File: src/rtl/ps2_pkg.sv
// ps2_pkg: shared constants for the PS/2 mouse protocol engine.
//   - state encodings (5-bit, exported on current_state for debug)
//   - host command and device response byte values
//   - init command list indices and a lookup helper
package ps2_pkg;

  localparam logic [4:0] ST_INIT       = 5'd0;
  localparam logic [4:0] ST_SEND       = 5'd1;
  localparam logic [4:0] ST_WAIT_SENT  = 5'd2;
  localparam logic [4:0] ST_WAIT_ACK   = 5'd3;
  localparam logic [4:0] ST_WAIT_BAT   = 5'd4;
  localparam logic [4:0] ST_WAIT_DEVID = 5'd5;
  localparam logic [4:0] ST_WAIT_ID    = 5'd6;
  localparam logic [4:0] ST_CFG_DONE   = 5'd7;
  localparam logic [4:0] ST_PKT0       = 5'd8;
  localparam logic [4:0] ST_PKT1       = 5'd9;
  localparam logic [4:0] ST_PKT2       = 5'd10;
  localparam logic [4:0] ST_PKT3       = 5'd11;

  localparam logic [7:0] CMD_RESET    = 8'hFF;
  localparam logic [7:0] CMD_SET_RATE = 8'hF3;
  localparam logic [7:0] CMD_GET_ID   = 8'hF2;
  localparam logic [7:0] CMD_ENABLE   = 8'hF4;

  localparam logic [7:0] ACK      = 8'hFA;
  localparam logic [7:0] BAT_OK   = 8'hAA;
  localparam logic [7:0] ID_STD   = 8'h00;
  localparam logic [7:0] ID_WHEEL = 8'h03;

  // Index layout of the init list: 0 reset, 1..7 IntelliMouse knock
  // sequence ending in GET_ID, 8..9 final sample rate, 10 enable.
  localparam logic [3:0] IDX_GET_ID = 4'd7;
  localparam logic [3:0] IDX_RATE   = 4'd8;
  localparam logic [3:0] IDX_LAST   = 4'd10;

  function automatic logic [7:0] init_cmd(input logic [3:0] idx, input logic [7:0] rate);
    case (idx)
      4'd0:    init_cmd = CMD_RESET;
      4'd1:    init_cmd = CMD_SET_RATE;
      4'd2:    init_cmd = 8'hC8;
      4'd3:    init_cmd = CMD_SET_RATE;
      4'd4:    init_cmd = 8'h64;
      4'd5:    init_cmd = CMD_SET_RATE;
      4'd6:    init_cmd = 8'h50;
      4'd7:    init_cmd = CMD_GET_ID;
      4'd8:    init_cmd = CMD_SET_RATE;
      4'd9:    init_cmd = rate;
      default: init_cmd = CMD_ENABLE;
    endcase
  endfunction

endpackage

File: src/rtl/ps2_pos_accum.sv
// ps2_pos_accum: one axis of the absolute cursor position.
//   pos     - current position
//   sign    - delta sign bit from packet byte 0
//   mag     - delta low byte (packet byte 1 or 2)
//   ovf     - axis overflow flag; forces the delta to zero
//   pos_nxt - pos + delta clamped to [0, LIMIT-1]
module ps2_pos_accum #(
  parameter int LIMIT = 160,
  parameter int POS_W = 8
) (
  input  logic [POS_W-1:0] pos,
  input  logic             sign,
  input  logic [7:0]       mag,
  input  logic             ovf,
  output logic [POS_W-1:0] pos_nxt
);
  // Two guard bits above the position keep pos+delta from wrapping;
  // never narrower than the 9-bit delta plus a sign bit.
  localparam int SW = (POS_W + 2 < 10) ? 10 : POS_W + 2;

  logic [8:0]    delta;
  logic [SW-1:0] sum;

  assign delta = ovf ? 9'd0 : {sign, mag};
  assign sum   = {{(SW-POS_W){1'b0}}, pos} + {{(SW-9){delta[8]}}, delta};

  always_comb begin
    pos_nxt = sum[POS_W-1:0];
    if (sum[SW-1])                        pos_nxt = '0;
    else if (sum > SW'(LIMIT - 1))        pos_nxt = POS_W'(LIMIT - 1);
  end

endmodule

File: src/rtl/ps2_mouse_engine.sv
// ps2_mouse_engine: PS/2 mouse master protocol engine.
//   Runs the reset/init command list (optional IntelliMouse wheel detect),
//   decodes 3- or 4-byte stream packets, keeps a clamped absolute cursor
//   position and restarts on bad replies or a watchdog timeout.
// Ports:
//   CLK, RESET (sync, active low)
//   SEND_BYTE/BYTE_TO_SEND/BYTE_SENT          - transmitter handshake
//   READ_ENABLE/BYTE_READ/BYTE_ERROR_CODE/BYTE_READY - receiver handshake
//   MOUSE_STATUS/DX/DY/DZ, MOUSE_X/Y          - decoded packet, position
//   WHEEL_MODE, SEND_INTERRUPT, current_state - mode, packet pulse, debug
module ps2_mouse_engine
  import ps2_pkg::*;
#(
  parameter int LIMIT_X        = 160,
  parameter int LIMIT_Y        = 120,
  parameter int POS_W          = 8,
  parameter bit WHEEL_EN       = 1'b1,
  parameter int SAMPLE_RATE    = 100,
  parameter int TIMEOUT_CYCLES = 100_000_000
) (
  input  logic             CLK,
  input  logic             RESET,
  output logic             SEND_BYTE,
  output logic [7:0]       BYTE_TO_SEND,
  input  logic             BYTE_SENT,
  output logic             READ_ENABLE,
  input  logic [7:0]       BYTE_READ,
  input  logic [1:0]       BYTE_ERROR_CODE,
  input  logic             BYTE_READY,
  output logic [7:0]       MOUSE_STATUS,
  output logic [7:0]       MOUSE_DX,
  output logic [7:0]       MOUSE_DY,
  output logic [3:0]       MOUSE_DZ,
  output logic [POS_W-1:0] MOUSE_X,
  output logic [POS_W-1:0] MOUSE_Y,
  output logic             WHEEL_MODE,
  output logic             SEND_INTERRUPT,
  output logic [4:0]       current_state
);
  localparam int WD_W = $clog2(TIMEOUT_CYCLES + 1);

  logic [4:0]       state, state_n;
  logic [3:0]       idx;
  logic [7:0]       b0, b1, b2;
  logic [WD_W-1:0]  wd_cnt;
  logic             wd_run, timeout, rd_ok, done;
  logic [7:0]       dy_mag;
  logic [POS_W-1:0] x_nxt, y_nxt;

  assign rd_ok   = BYTE_READY && (BYTE_ERROR_CODE == 2'd0);
  assign wd_run  = (state == ST_WAIT_SENT) || (state == ST_WAIT_ACK) ||
                   (state == ST_WAIT_BAT)  || (state == ST_WAIT_DEVID) ||
                   (state == ST_WAIT_ID)   || (state == ST_PKT1) ||
                   (state == ST_PKT2)      || (state == ST_PKT3);
  // A handshake in the expiry cycle takes priority over the timeout.
  assign timeout = wd_run && (wd_cnt == WD_W'(TIMEOUT_CYCLES - 1)) &&
                   !BYTE_READY && !BYTE_SENT;
  assign done    = rd_ok && (((state == ST_PKT2) && !WHEEL_MODE) || (state == ST_PKT3));
  // In 3-byte mode the Y byte is still on BYTE_READ when the packet completes.
  assign dy_mag  = (state == ST_PKT2) ? BYTE_READ : b2;

  assign READ_ENABLE   = (state == ST_WAIT_ACK) || (state == ST_WAIT_BAT) ||
                         (state == ST_WAIT_DEVID) || (state == ST_WAIT_ID) ||
                         (state == ST_PKT0) || (state == ST_PKT1) ||
                         (state == ST_PKT2) || (state == ST_PKT3);
  assign current_state = state;

  always_comb begin
    state_n = state;
    case (state)
      ST_INIT:      state_n = ST_SEND;
      ST_SEND:      state_n = ST_WAIT_SENT;
      ST_WAIT_SENT: if (BYTE_SENT) state_n = ST_WAIT_ACK;
                    else if (timeout) state_n = ST_INIT;
      ST_WAIT_ACK:
        if (BYTE_READY) begin
          if (!(rd_ok && BYTE_READ == ACK)) state_n = ST_INIT;
          else if (idx == 4'd0)             state_n = ST_WAIT_BAT;
          else if (idx == IDX_GET_ID)       state_n = ST_WAIT_ID;
          else if (idx == IDX_LAST)         state_n = ST_CFG_DONE;
          else                              state_n = ST_SEND;
        end else if (timeout) state_n = ST_INIT;
      ST_WAIT_BAT:
        if (BYTE_READY) state_n = (rd_ok && BYTE_READ == BAT_OK) ? ST_WAIT_DEVID : ST_INIT;
        else if (timeout) state_n = ST_INIT;
      ST_WAIT_DEVID:
        if (BYTE_READY) state_n = (rd_ok && BYTE_READ == ID_STD) ? ST_SEND : ST_INIT;
        else if (timeout) state_n = ST_INIT;
      ST_WAIT_ID:
        if (BYTE_READY)
          state_n = (rd_ok && (BYTE_READ == ID_WHEEL || BYTE_READ == ID_STD)) ? ST_SEND : ST_INIT;
        else if (timeout) state_n = ST_INIT;
      ST_CFG_DONE:  state_n = ST_PKT0;
      // Bytes without the always-one bit 3 are dropped to regain framing.
      ST_PKT0:      if (rd_ok && BYTE_READ[3]) state_n = ST_PKT1;
      ST_PKT1:      if (BYTE_READY) state_n = rd_ok ? ST_PKT2 : ST_PKT0;
                    else if (timeout) state_n = ST_INIT;
      ST_PKT2:      if (BYTE_READY) state_n = (rd_ok && WHEEL_MODE) ? ST_PKT3 : ST_PKT0;
                    else if (timeout) state_n = ST_INIT;
      ST_PKT3:      if (BYTE_READY) state_n = ST_PKT0;
                    else if (timeout) state_n = ST_INIT;
      default:      state_n = ST_INIT;
    endcase
  end

  ps2_pos_accum #(.LIMIT(LIMIT_X), .POS_W(POS_W)) u_acc_x (
    .pos(MOUSE_X), .sign(b0[4]), .mag(b1), .ovf(b0[6]), .pos_nxt(x_nxt));
  ps2_pos_accum #(.LIMIT(LIMIT_Y), .POS_W(POS_W)) u_acc_y (
    .pos(MOUSE_Y), .sign(b0[5]), .mag(dy_mag), .ovf(b0[7]), .pos_nxt(y_nxt));

  always_ff @(posedge CLK) begin
    if (!RESET) begin
      state          <= ST_INIT;
      idx            <= '0;
      wd_cnt         <= '0;
      b0             <= '0;
      b1             <= '0;
      b2             <= '0;
      SEND_BYTE      <= 1'b0;
      BYTE_TO_SEND   <= '0;
      MOUSE_STATUS   <= '0;
      MOUSE_DX       <= '0;
      MOUSE_DY       <= '0;
      MOUSE_DZ       <= '0;
      MOUSE_X        <= POS_W'(LIMIT_X / 2);
      MOUSE_Y        <= POS_W'(LIMIT_Y / 2);
      WHEEL_MODE     <= 1'b0;
      SEND_INTERRUPT <= 1'b0;
    end else begin
      state          <= state_n;
      SEND_BYTE      <= 1'b0;
      SEND_INTERRUPT <= done;

      if (!wd_run || state_n != state || BYTE_READY || BYTE_SENT) wd_cnt <= '0;
      else                                                        wd_cnt <= wd_cnt + WD_W'(1);

      if (state == ST_INIT) begin
        idx        <= '0;
        WHEEL_MODE <= 1'b0;
      end
      if (state == ST_SEND) begin
        SEND_BYTE    <= 1'b1;
        BYTE_TO_SEND <= init_cmd(idx, 8'(SAMPLE_RATE));
      end
      if (state_n == ST_SEND) begin
        if (state == ST_WAIT_ACK)   idx <= idx + 4'd1;
        if (state == ST_WAIT_DEVID) idx <= WHEEL_EN ? 4'd1 : IDX_RATE;
        if (state == ST_WAIT_ID) begin
          idx        <= IDX_RATE;
          WHEEL_MODE <= (BYTE_READ == ID_WHEEL);
        end
      end

      if (state == ST_PKT0 && state_n == ST_PKT1) b0 <= BYTE_READ;
      if (state == ST_PKT1 && state_n == ST_PKT2) b1 <= BYTE_READ;
      if (state == ST_PKT2 && state_n == ST_PKT3) b2 <= BYTE_READ;

      if (done) begin
        MOUSE_STATUS <= b0;
        MOUSE_DX     <= b1;
        MOUSE_DY     <= dy_mag;
        MOUSE_DZ     <= (state == ST_PKT3) ? BYTE_READ[3:0] : 4'd0;
        MOUSE_X      <= x_nxt;
        MOUSE_Y      <= y_nxt;
      end
    end
  end

endmodule

File: config.mk
export PLATFORM = sky130hd
export DESIGN_NAME = ps2_mouse_engine
export DESIGN_NICKNAME = d
export VERILOG_FILES = /design/src/rtl/ps2_pkg.sv /design/src/rtl/ps2_pos_accum.sv /design/src/rtl/ps2_mouse_engine.sv
export SDC_FILE = /design/constraint.sdc
export NUM_CORES = 1
export LEC_CHECK = 0
export ABC_AREA = 1
export BUFFER_PORTS_ARGS = -buffer_cell sky130_fd_sc_hd__buf_2
export CORE_AREA = 2 2 105 107
export CTS_BUF_LIST = sky130_fd_sc_hd__clkbuf_8
export DETAILED_ROUTE_END_ITERATION = 8
export DIE_AREA = 0 0 107 109
export PLACE_DENSITY = 0.94
export SLEW_MARGIN = 20
export SYNTH_ARGS = -nofsm -noshare
export SYNTH_HDL_FRONTEND = slang
export SYNTH_HIERARCHICAL = 1
export SYNTH_SLANG_ARGS = --single-unit
File: constraint.sdc
create_clock -name CLK -period 5.6 [get_ports CLK]
set_clock_uncertainty 0.15 [all_clocks]
set_input_delay 1.12 -clock CLK [delete_from_list [all_inputs] [get_ports CLK]]
set_output_delay 1.12 -clock CLK [all_outputs]
set_load 0.005 [all_outputs]
### After elaboration in Yosys (flattened, before gate mapping)

Memory sizes are Yosys's and may differ from the RTL's. A register that Yosys moved wholly into a read port is not among the register bits.
Index checks and enable logic that the tools add are counted.

| storage, ports and cells | value |
|---|---|
| register bits | 115 |
| bits in read-only memories | 112 |
| input port bits | 14 |
| output and inout port bits | 61 |
| memories kept | 1 |

Memories:

| name | words | width | read ports | clocked after memory_dff | wr ports | RTL line | text |
|---|---|---|---|---|---|---|---|
| (name not given) | 16 | 7 | 1 | 1 | 0 | ps2_pkg.sv:37 | `case (idx)` |

| operators by class | value |
|---|---|
| add/subtract/negate cells | 4 |
| $lt $le $gt $ge | 2 |
| eq/ne operators | 22 |
| muxes and demuxes | 37 |
| bitwise logic cells | 1 |
| reductions and logical operators | 44 |

Operator list:

| cell | count |
|---|---|
| 5-bit case mux with 12 select lines | 1 |
| 5-bit 2-to-1 mux | 10 |
| 8-bit 2-to-1 mux | 5 |
| 5-bit by 4-bit == test with 1-bit output (second input constant) | 7 |
| 27-bit by 1-bit adder with 27-bit output (second input constant) | 1 |
| 27-bit == test (second input constant) | 1 |
| 4-bit 2-to-1 mux | 6 |
| 9-bit by 9-bit adder with 10-bit output | 2 |
| 5-bit by 3-bit == test with 1-bit output (second input constant) | 4 |
| 1-bit logical OR | 19 |
| 9-bit 2-to-1 mux | 2 |
| 8-bit == test (second input constant) | 2 |
| 1-bit logical AND | 15 |
| 3-bit 2-to-1 mux | 5 |
| 5-bit by 1-bit == test with 1-bit output (second input constant) | 2 |
| 5-bit by 2-bit == test with 1-bit output (second input constant) | 2 |
| 10-bit by 7-bit > comparator with 1-bit output (second input constant) | 1 |
| 10-bit by 8-bit > comparator with 1-bit output (second input constant) | 1 |
| 8-bit by 2-bit == test with 1-bit output (second input constant) | 1 |
| 8-bit logical NOT | 1 |
| 1-bit 2-to-1 mux | 6 |
| 1-bit logical NOT | 5 |
| 5-bit logical NOT | 1 |
| 5-bit inequality test | 1 |
| 8 further kinds | 9 |

### Longest topological paths before layout

Gate-level depths: netlist (run 1).

| logic depth | value |
|---|---|
| depth after elaboration | 19 |
| gate-level depth with buffers | 27 |
| gate-level depth less buffers | 25 |

### Cells and area by module

The synthesis (run 1) kept the hierarchy.

Modules (own cells, without submodules):

| module | times used | cells each | area each (um^2) |
|---|---|---|---|
| ps2_mouse_engine | 1 | 738 | 5442.7 |
| ps2_pos_accum (u_acc_x) | 1 | 120 | 668.1 |
| ps2_pos_accum (u_acc_y) | 1 | 123 | 629.4 |

### Least setup slack after synthesis (run 1)

No wires, ideal clock.

| timing path | value |
|---|---|
| path type | flip-flop to flip-flop |
| start point | register state[3], in the netlist current_state[3] |
| end point | register MOUSE_Y[0] |
| setup time | 117 ps |
| data arrival time | 3158 ps |
| required time | 5333 ps |
| path slack | 2175 ps |
| stages on the path, launching flop included | 25 |
| buffers on the path | 2 |
| clock period less this slack | 3425 ps |
| cells stage by stage | dfxtp_1 -> nand2_1 -> nor2_2 -> inv_2 -> nor2_2 -> buf_2 -> inv_2 -> buf_2 -> o21ai_1 -> inv_1 -> nor2_1 -> ha_1 -> inv_1 -> fa_1 -> nand3b_1 -> nand2_1 -> nand2_1 -> nand3_1 -> nand2_1 -> nand2_4 -> nand4_1 -> nand2_1 -> inv_1 -> o21ai_0 -> nor2_1 |

| on the way | value |
|---|---|
| word-level cells in the longest chain between the ends | 7 |
| elaborated cells between the ends (all ways) | 11 |
| those cells by class | add/sub (1); order compare (1); eq/ne (2); mux (4); reduce/logical (3) |

Ends and longest elaborated chain:

| item | RTL line | text |
|---|---|---|
| start: declaration | ps2_mouse_engine.sv:42 | `logic [4:0] state, state_n;` |
| start signal: assignment | ps2_mouse_engine.sv:130 | `state <= state_n;` |
| 5-bit by 4-bit == test with 1-bit output (*) | ps2_mouse_engine.sv:60 | `assign dy_mag = (state == ST_PKT2) ? BYTE_READ : b2;` |
| 8-bit 2-to-1 mux (*) | ps2_mouse_engine.sv:60 |  |
| via dy_mag[0] | ps2_mouse_engine.sv:47 | `logic [7:0] dy_mag;` |
| 9-bit 2-to-1 mux (*) | ps2_pos_accum.sv:24 | `assign delta = ovf ? 9'd0 : {sign, mag};` |
| 9-bit by 9-bit adder with 10-bit output (*) | ps2_pos_accum.sv:25 | `assign sum = {{(SW-POS_W){1'b0}}, pos} + {{(SW-9){delta[8]}}, delta};` |
| 10-bit by 7-bit > comparator with 1-bit output | ps2_pos_accum.sv:30 | `else if (sum > SW'(LIMIT - 1)) pos_nxt = POS_W'(LIMIT - 1);` |
| 8-bit 2-to-1 mux | ps2_pos_accum.sv:30 |  |
| 8-bit 2-to-1 mux (*) | ps2_pos_accum.sv:29 | `if (sum[SW-1]) pos_nxt = '0;` |
| via y_nxt[0] | ps2_mouse_engine.sv:48 | `logic [POS_W-1:0] x_nxt, y_nxt;` |
| end signal: assignment | ps2_mouse_engine.sv:126 | `MOUSE_Y <= POS_W'(LIMIT_Y / 2);` |
| end signal: assignment | ps2_mouse_engine.sv:164 | `MOUSE_Y <= y_nxt;` |
| end: declaration | ps2_mouse_engine.sv:35 | `output logic [POS_W-1:0] MOUSE_Y,` |

The timed path passes the listed nets; every way through them passes the cells marked *.
A chain may end at the register's enable or synchronous reset.

### Worst setup path after layout (run 1)

Same ends and word-level chain as after synthesis.

==> results of run 1 <==
[cells in the final DEF (no fill, tap or decap), drive strengths merged]
cell,count
clkinvlp,1
inv,134
conb,2
o21ai,74
nor3,11
nand4,27
ha,23
xnor2,7
fa,2
dfxtp,115
nand2,229
and3,1
clkinv,8
buf,76
o311ai,1
xor2,13
a211oi,1
or2,6
clkbuf,20
nor2,164
o211ai,3
nand3,70
bufinv,2
o21a,2
a21oi,51
a21boi,1
nand3b,7
a41oi,2
a2111oi,1
a31oi,5
[critical path: stages, from the launching register on]
cell and delay, ns:
sky130_fd_sc_hd__dfxtp_1 0.45, sky130_fd_sc_hd__nand2_1 0.10, sky130_fd_sc_hd__nor2_2 0.23, sky130_fd_sc_hd__inv_2 0.15, sky130_fd_sc_hd__nor2_2 0.45, sky130_fd_sc_hd__inv_2 0.22, sky130_fd_sc_hd__o21ai_1 0.21, sky130_fd_sc_hd__inv_1 0.07
sky130_fd_sc_hd__nor2_1 0.10, sky130_fd_sc_hd__ha_1 0.19, sky130_fd_sc_hd__inv_1 0.06, sky130_fd_sc_hd__fa_1 0.38, sky130_fd_sc_hd__nand3b_1 0.20, sky130_fd_sc_hd__nand2_1 0.14, sky130_fd_sc_hd__nand2_1 0.08, sky130_fd_sc_hd__nand3_1 0.09
sky130_fd_sc_hd__nand2_1 0.09, sky130_fd_sc_hd__nand2_4 0.10, sky130_fd_sc_hd__nand4_1 0.08, sky130_fd_sc_hd__nand2_1 0.07, sky130_fd_sc_hd__inv_1 0.04, sky130_fd_sc_hd__o21ai_0 0.14, sky130_fd_sc_hd__nor2_1 0.07
[state kept, by name, indices dropped and copies added, names as in the netlist, 4 cells and up]
name and count:
MOUSE_DY 8, BYTE_TO_SEND 8, b0 8, b2 8, MOUSE_DZ 4, wd_cnt 27, MOUSE_STATUS 8, MOUSE_Y 8
MOUSE_DX 8, idx 4, b1 8, current_state 5, MOUSE_X 8
[power by group]
part | leakage, nW | switching (mW) | internal (mW)
combinational | 2.38 | 0.0717 | 0.0321
clock | 0.210 | 0.337 | 0.423
sequential | 0.928 | 0.0118 | 0.826
total | 3.52 | 0.421 | 1.28
[per-layer routing]
metal	vias to the layer above	routed length [um]	track usage [%]
met2	277	7890	47.8
met5	-	0	0
li1	3259	-	-
met3	45	1160	7.83
met4	0	401	10.7
met1	2996	6970	36.9
[final timing paths]
path                               startpoint  cells after the start  slack (ns)                        to
setup / recovery  current_state[3]$_SDFF_PN0_                     22        1.61   MOUSE_Y[0]$_SDFFE_PN0P_
hold / removal       MOUSE_DX[6]$_SDFFE_PN0P_                      2        0.31  MOUSE_DX[6]$_SDFFE_PN0P_
setup reg to reg  current_state[3]$_SDFF_PN0_                     22        1.61   MOUSE_Y[0]$_SDFFE_PN0P_
hold reg to reg      MOUSE_DX[6]$_SDFFE_PN0P_                      2        0.31  MOUSE_DX[6]$_SDFFE_PN0P_
[cell usage after synthesis, types with 5 or more instances]
library cell / n
sky130_fd_sc_hd__inv_2: 8
sky130_fd_sc_hd__nand2_2: 17
sky130_fd_sc_hd__xnor2_1: 7
sky130_fd_sc_hd__nand2_1: 209
sky130_fd_sc_hd__nor3_1: 7
sky130_fd_sc_hd__xor2_1: 13
sky130_fd_sc_hd__buf_2: 5
sky130_fd_sc_hd__a21oi_1: 43
sky130_fd_sc_hd__nand3b_1: 7
sky130_fd_sc_hd__nor2_2: 24
sky130_fd_sc_hd__clkbuf_1: 20
sky130_fd_sc_hd__inv_1: 124
sky130_fd_sc_hd__nand3_2: 7
sky130_fd_sc_hd__nor2_4: 6
sky130_fd_sc_hd__ha_1: 23
sky130_fd_sc_hd__nand4_1: 27
sky130_fd_sc_hd__o21ai_0: 71
sky130_fd_sc_hd__nor2_1: 132
sky130_fd_sc_hd__nand3_1: 60
sky130_fd_sc_hd__a21oi_2: 7
sky130_fd_sc_hd__dfxtp_1: 115
[layout make-up]
class                      instances  area [um2]  share of cell area, %
multi-input combinational        703        3790                   50.3
tap                              140         175                   2.32
clock buffer                      20         275                   3.65
sequential                       115        2300                   30.5
clock inverter                    12         114                   1.51
timing repair buffer              76         385                   5.11
inverter                         133         500                   6.63
[kinds of logic after synthesis]
family,Yosys count,synth area share (%)
other,2,0.111
adders and majority gates,25,4.86
buffers and inverters,163,9.89
xor gates and xnor gates,20,2.60
DFF,115,34.2
and+or+nand+nor,515,36.3
AOI/OAI and AO/OA,141,12.1
[metrics by stage]
stage	utilization [%]	hold WS, ns	cell area, um2	std cells	worst slack (ns)
3_3_place_gp	67.5	0.290	7160	1167	1.89
4_1_cts	71.2	0.317	7540	1199	1.71
2_1_floorplan	-	0.277	6740	981	2.17
5_1_grt	71.2	0.330	7540	1199	1.21
6_report	71.2	0.311	7540	1199	1.61
3_5_place_dp	67.5	0.301	7160	1167	1.73
==> metrics.txt, run 1 <==
main area contributors after synthesis=sky130_fd_sc_hd__dfxtp_1 34%, sky130_fd_sc_hd__nand2_1 12%, sky130_fd_sc_hd__nor2_1 7.4%; maximum number of pins on one net before global-route repair=70; routability cong.=0.954; Initial DRT Pass Iterations=6; clock insertion delay at the later pin of the skew report=approximately 0.44 ns; number of gates given a new drive strength after cts=0; summed instance area of the synthesized netlist=between 6000 and 7000 um2; Critical Path End Type=flop; proportion of layout cells with a drive suffix above 1=roughly a fifth; sum of negative setup slack=0 ns; kind of critical path=reg2reg; Diodes inserted=0; number of antenna violations at the first check in global routing=0; CTS Buf Count=17; Leak Pwr=3.52 nW; maximum vdd ir drop=0.225 mV; hold buffers post-CTS=0; sum of internal, switching and leakage power=1.70 mW; Critical Path RT=roughly 5.8 ns; filler instances=around 810; number of levels the H-tree was split into=4; power per cell area=roughly 230 nW/um2; largest area contributor in the netlist=sky130_fd_sc_hd__dfxtp_1; Layout Area Growth over Synthesis=11.9%; period utilisation layout=71.2%; data arrival time at the worst-slack endpoint=~4.2 ns; CTS tree=done; NumNets Final=roughly 1100; total wire length=between 15 and 20 mm; HPWL after detailed placement=around 11 mm; clock slew at the register clock pins of the worst setup and hold paths=~0.070 ns; top-level port count=75; wire length of the first global-routing pass=~27 mm; synthesized flop and latch total=approximately 120; height of the die=between 100 and 150 um; number of design-rule violations left by the first detailed-router iteration=~750; remaining global-route overflow=0; number of instances in the synthesized netlist=approximately 980; Seq/Total Area, Yosys=34.2%; post-synth net total=1020; placeable core area=10600 um2; count of maximum capacitance violations=0; number of distinct library cells after synthesis=47; initial core utilization=between 60% and 70%; antenna violation net count after detailed routing=0; Relative slew margins=25.7%; share of synthesized registers carrying an async set or reset=0%; maximum fanout encountered on the critical timing path=16; slew at the pin closest to its max-slew limit=about 1.1 ns; maximum clock insertion buffer count=2; via count normalized by instance count=5.49; post-layout minimum cycle time=between 3 and 4 ns; routed wirelength normalized by instance count=~14 um; setup repair after global routing missed its margin=no; Synth top area share=between 30 and 40%; Final setup viols=0; floorplan row count=38; Yosys warning total=13; category of the worst setup path launch point=flop; via count of the first global-routing pass=6013; Clock Sink Count=115; synthesized area per cell=about 7 um2; root cell of the clock tree=sky130_fd_sc_hd__clkbuf_8; post-CTS setup-driven buffer insertion count=0; count of port buffers added during placement=74; Pins Over Slew Limit=0; DRC violations left=0; dominant register cell in the synthesized netlist=sky130_fd_sc_hd__dfxtp_1; Highest Clock Rate=around 250 MHz; die area=between 10000 and 15000 um2; number of flops mapped to enable cells by yosys=0; via count=between 6000 and 7000; run status=finished, final reports clean; Min-Delay Path Class=reg2reg; Tot GR Track Use=between 20% and 30%; Die X-Extent=approximately 110 um; final hold viol count=0
Note: power is estimated with default switching activity, not from simulation.
==> run 2, diff against run 1 <==
CORE_AREA = 2 2 109 111   (was 2 2 105 107)
DIE_AREA = 0 0 111 113   (was 0 0 107 109)
PLACE_DENSITY = 0.89   (was 0.94)
clock period = 3.95 ns   (was 5.6 ns; I/O delays follow)
==> run 2 against run 1 <==
Non-clock buffer count grew 5. Clock power grew 39%. First-iteration DRC count shrank 37%. Setup slack lost 1.1 ns. Critical path depth is the same. Total power grew 41%. Die area grew 7.5%. Critical endpoint unchanged. Highest routed layer unchanged. Wire length shrank 3.8%.
==> metrics.txt, run 2 (same netlist as run 1, synthesis figures left out) <==
worst setup slack for register-to-register paths=0.47 ns (-1.15 ns); maximum vdd ir drop=0.217 mV (-3.6%); worst hold slack=0.314 ns (+0.00311 ns); Initial DRT Pass Iterations=6 (unchanged); via count normalized by instance count=5.38 (-1.9%); data arrival time at the worst-slack endpoint=3.67 ns (-0.49 ns); sequential cell area=2300 um2 (unchanged); post-layout minimum cycle time=3.48 ns (-0.504 ns); pre-CTS worst setup slack=0.485 ns (-1.24 ns); height of the die=113 um (+3.7%); Clock Sink Count=115 (unchanged); Die X-Extent=111 um (+3.7%); total cell area at the placement stage=7190 um2 (+0.47%); antenna violation net count after detailed routing=0 (unchanged); register bank with the most flops=wd_cnt; Critical Path End Type=flop; area of all placed cells without fillers=7600 um2 (+0.68%); post-CTS setup-driven buffer insertion count=0 (unchanged); multi-input logic area=3790 um2 (unchanged); die area=12500 um2 (+7.5%); power per cell area=315 nW/um2 (+40%); proportion of layout cells with a drive suffix above 1=18.9% (+0.21 points); category of the worst setup path launch point=flop; total wire length=15.8 mm (-3.8%); count of maximum capacitance violations=0 (unchanged); root cell of the clock tree=sky130_fd_sc_hd__clkbuf_8; most frequent standard cell in the layout excluding fill and tap cells=sky130_fd_sc_hd__nand2_1; maximum number of pins on one net before global-route repair=69 (-1.4%); Relative slew margins=55.3% (+30 points); Tot GR Track Use=26.4% (-2.7 points); CTS tree=done; number of levels the H-tree was split into=4 (unchanged); Critical Path RT=4.13 ns (-1.65 ns); hold buffers post-CTS=0 (unchanged); Final setup viols=0 (unchanged); number of gates given a new drive strength after cts=0 (unchanged); non-filler instance count after layout=1206 (+0.58%); placeable core area=11300 um2 (+6.3%); number of design-rule violations left by the first detailed-router iteration=472 (-37%); Highest Clock Rate=287 MHz (+14%); sum of internal, switching and leakage power=2.39 mW (+41%); period utilisation layout=88.2% (+17 points); fin worst setup slack=0.466 ns (-1.15 ns); routability cong.=0.914 (-4.2%); number of flip-flops in the largest register=27 (unchanged); Reg2Reg Launch Point=current_state[3]$_SDFF_PN0_; Layout Area Growth over Synthesis=12.7%; maximum clock insertion buffer count=2 (unchanged); setup repair after global routing missed its margin=no; run status=finished, final reports clean; sum of negative setup slack=0 ns (unchanged); slew at the pin closest to its max-slew limit=0.670 ns (-0.444 ns); maximum fanout encountered on the critical timing path=16 (unchanged); number of antenna violations at the first check in global routing=0 (unchanged); filler instances=946 (+17%); Leak Pwr=3.54 nW (+0.62%); worst hold stages=2 (unchanged); clock slew at the register clock pins of the worst setup and hold paths=0.07 ns (about the same); HP Start=MOUSE_DX[5]$_SDFFE_PN0P_; floorplan row count=39 (+2.6%); Reg2Reg Capture Point=MOUSE_Y[0]$_SDFFE_PN0P_; routed wirelength normalized by instance count=13.1 um (-4.4%); NumNets Final=1090 (+0.46%); remaining global-route overflow=0 (unchanged); via count=6493 (-1.3%); Diodes inserted=0 (unchanged); Pins Over Slew Limit=0 (unchanged); depth of the worst register-to-register path=22 (unchanged); via count of the first global-routing pass=6054 (+0.68%); HPWL after detailed placement=11.2 mm (-0.28%); Min-Delay Path Class=reg2reg; top-level port count=75 (unchanged); Endpoint, Worst Hold=MOUSE_DX[5]$_SDFFE_PN0P_; CTS Buf Count=17 (unchanged); count of port buffers added during placement=74 (unchanged); DRC violations left=0 (unchanged); clock insertion delay at the later pin of the skew report=0.44 ns (about the same); DP Cell Count=1174 (+0.60%); final hold viol count=0 (unchanged); kind of critical path=reg2reg; initial core utilization=59.8% (-3.8 points); top library cells by usage in the layout, fill and taps aside=209 x sky130_fd_sc_hd__nand2_1, 132 x sky130_fd_sc_hd__nor2_1, 127 x sky130_fd_sc_hd__inv_1; post-layout util=67.4% (-3.8 points); wire length of the first global-routing pass=27.5 mm (+0.18%)
[run 2: cell types whose count changed in the layout (fill, tap and decap cells not counted)]
cell / before / now
sky130_fd_sc_hd__clkinv_2: 7 / 4
sky130_fd_sc_hd__buf_4: 2 / 6
sky130_fd_sc_hd__buf_16: 0 / 1
sky130_fd_sc_hd__clkbuf_8: 20 / 19
sky130_fd_sc_hd__clkinvlp_4: 1 / 3
sky130_fd_sc_hd__inv_1: 126 / 127
[run 2: where the power goes]
group / total (mW) / switching [mW] / internal [mW]
Clock: 1.06 / 0.479 / 0.579
Sequential: 1.19 / 0.0163 / 1.17
Combinational: 0.146 / 0.0995 / 0.0462
Total: 2.39 / 0.595 / 1.80
[run 2: critical path, stage by stage (launching register included)]
cell and delay, ns:
sky130_fd_sc_hd__dfxtp_1 0.44, sky130_fd_sc_hd__nand2_1 0.10, sky130_fd_sc_hd__nor2_2 0.22, sky130_fd_sc_hd__inv_2 0.13, sky130_fd_sc_hd__nor2_2 0.15, sky130_fd_sc_hd__inv_2 0.12, sky130_fd_sc_hd__o21ai_1 0.19, sky130_fd_sc_hd__inv_1 0.06
sky130_fd_sc_hd__nor2_1 0.09, sky130_fd_sc_hd__ha_1 0.20, sky130_fd_sc_hd__inv_1 0.06, sky130_fd_sc_hd__fa_1 0.39, sky130_fd_sc_hd__nand3b_1 0.19, sky130_fd_sc_hd__nand2_1 0.12, sky130_fd_sc_hd__nand2_1 0.08, sky130_fd_sc_hd__nand3_1 0.09
sky130_fd_sc_hd__nand2_1 0.09, sky130_fd_sc_hd__nand2_4 0.10, sky130_fd_sc_hd__nand4_1 0.08, sky130_fd_sc_hd__nand2_1 0.07, sky130_fd_sc_hd__inv_1 0.04, sky130_fd_sc_hd__o21ai_0 0.15, sky130_fd_sc_hd__nor2_1 0.06
[run 2: area by class of cell]
type                       instances  area share, %
clock buffer                      19           3.44
multi-input combinational        703           49.9
clock inverter                    12           1.55
sequential                       115           30.3
timing repair buffer              81           5.83
tap                              143           2.36
inverter                         133           6.59
[run 2: per-layer routing]
metal,track usage [%],share of wire (%)
met5,0,0
met1,34.0,44
met4,11.6,2.3
met2,42.7,48
met3,6.00,6.0
[run 2: how the worst max path moves through the flow]
stage                                start                       to  slack, ns  cells past startpoint
4_1_cts        current_state[3]$_SDFF_PN0_  MOUSE_Y[0]$_SDFFE_PN0P_       0.48                     22
3_3_place_gp   current_state[2]$_SDFF_PN0_  MOUSE_Y[0]$_SDFFE_PN0P_       0.63                     23
2_1_floorplan  current_state[3]$_SDFF_PN0_  MOUSE_Y[0]$_SDFFE_PN0P_       0.52                     24
5_1_grt        current_state[2]$_SDFF_PN0_  MOUSE_Y[0]$_SDFFE_PN0P_       0.05                     23
3_5_place_dp   current_state[3]$_SDFF_PN0_  MOUSE_Y[0]$_SDFFE_PN0P_       0.49                     22
6_report       current_state[3]$_SDFF_PN0_  MOUSE_Y[0]$_SDFFE_PN0P_       0.47                     22
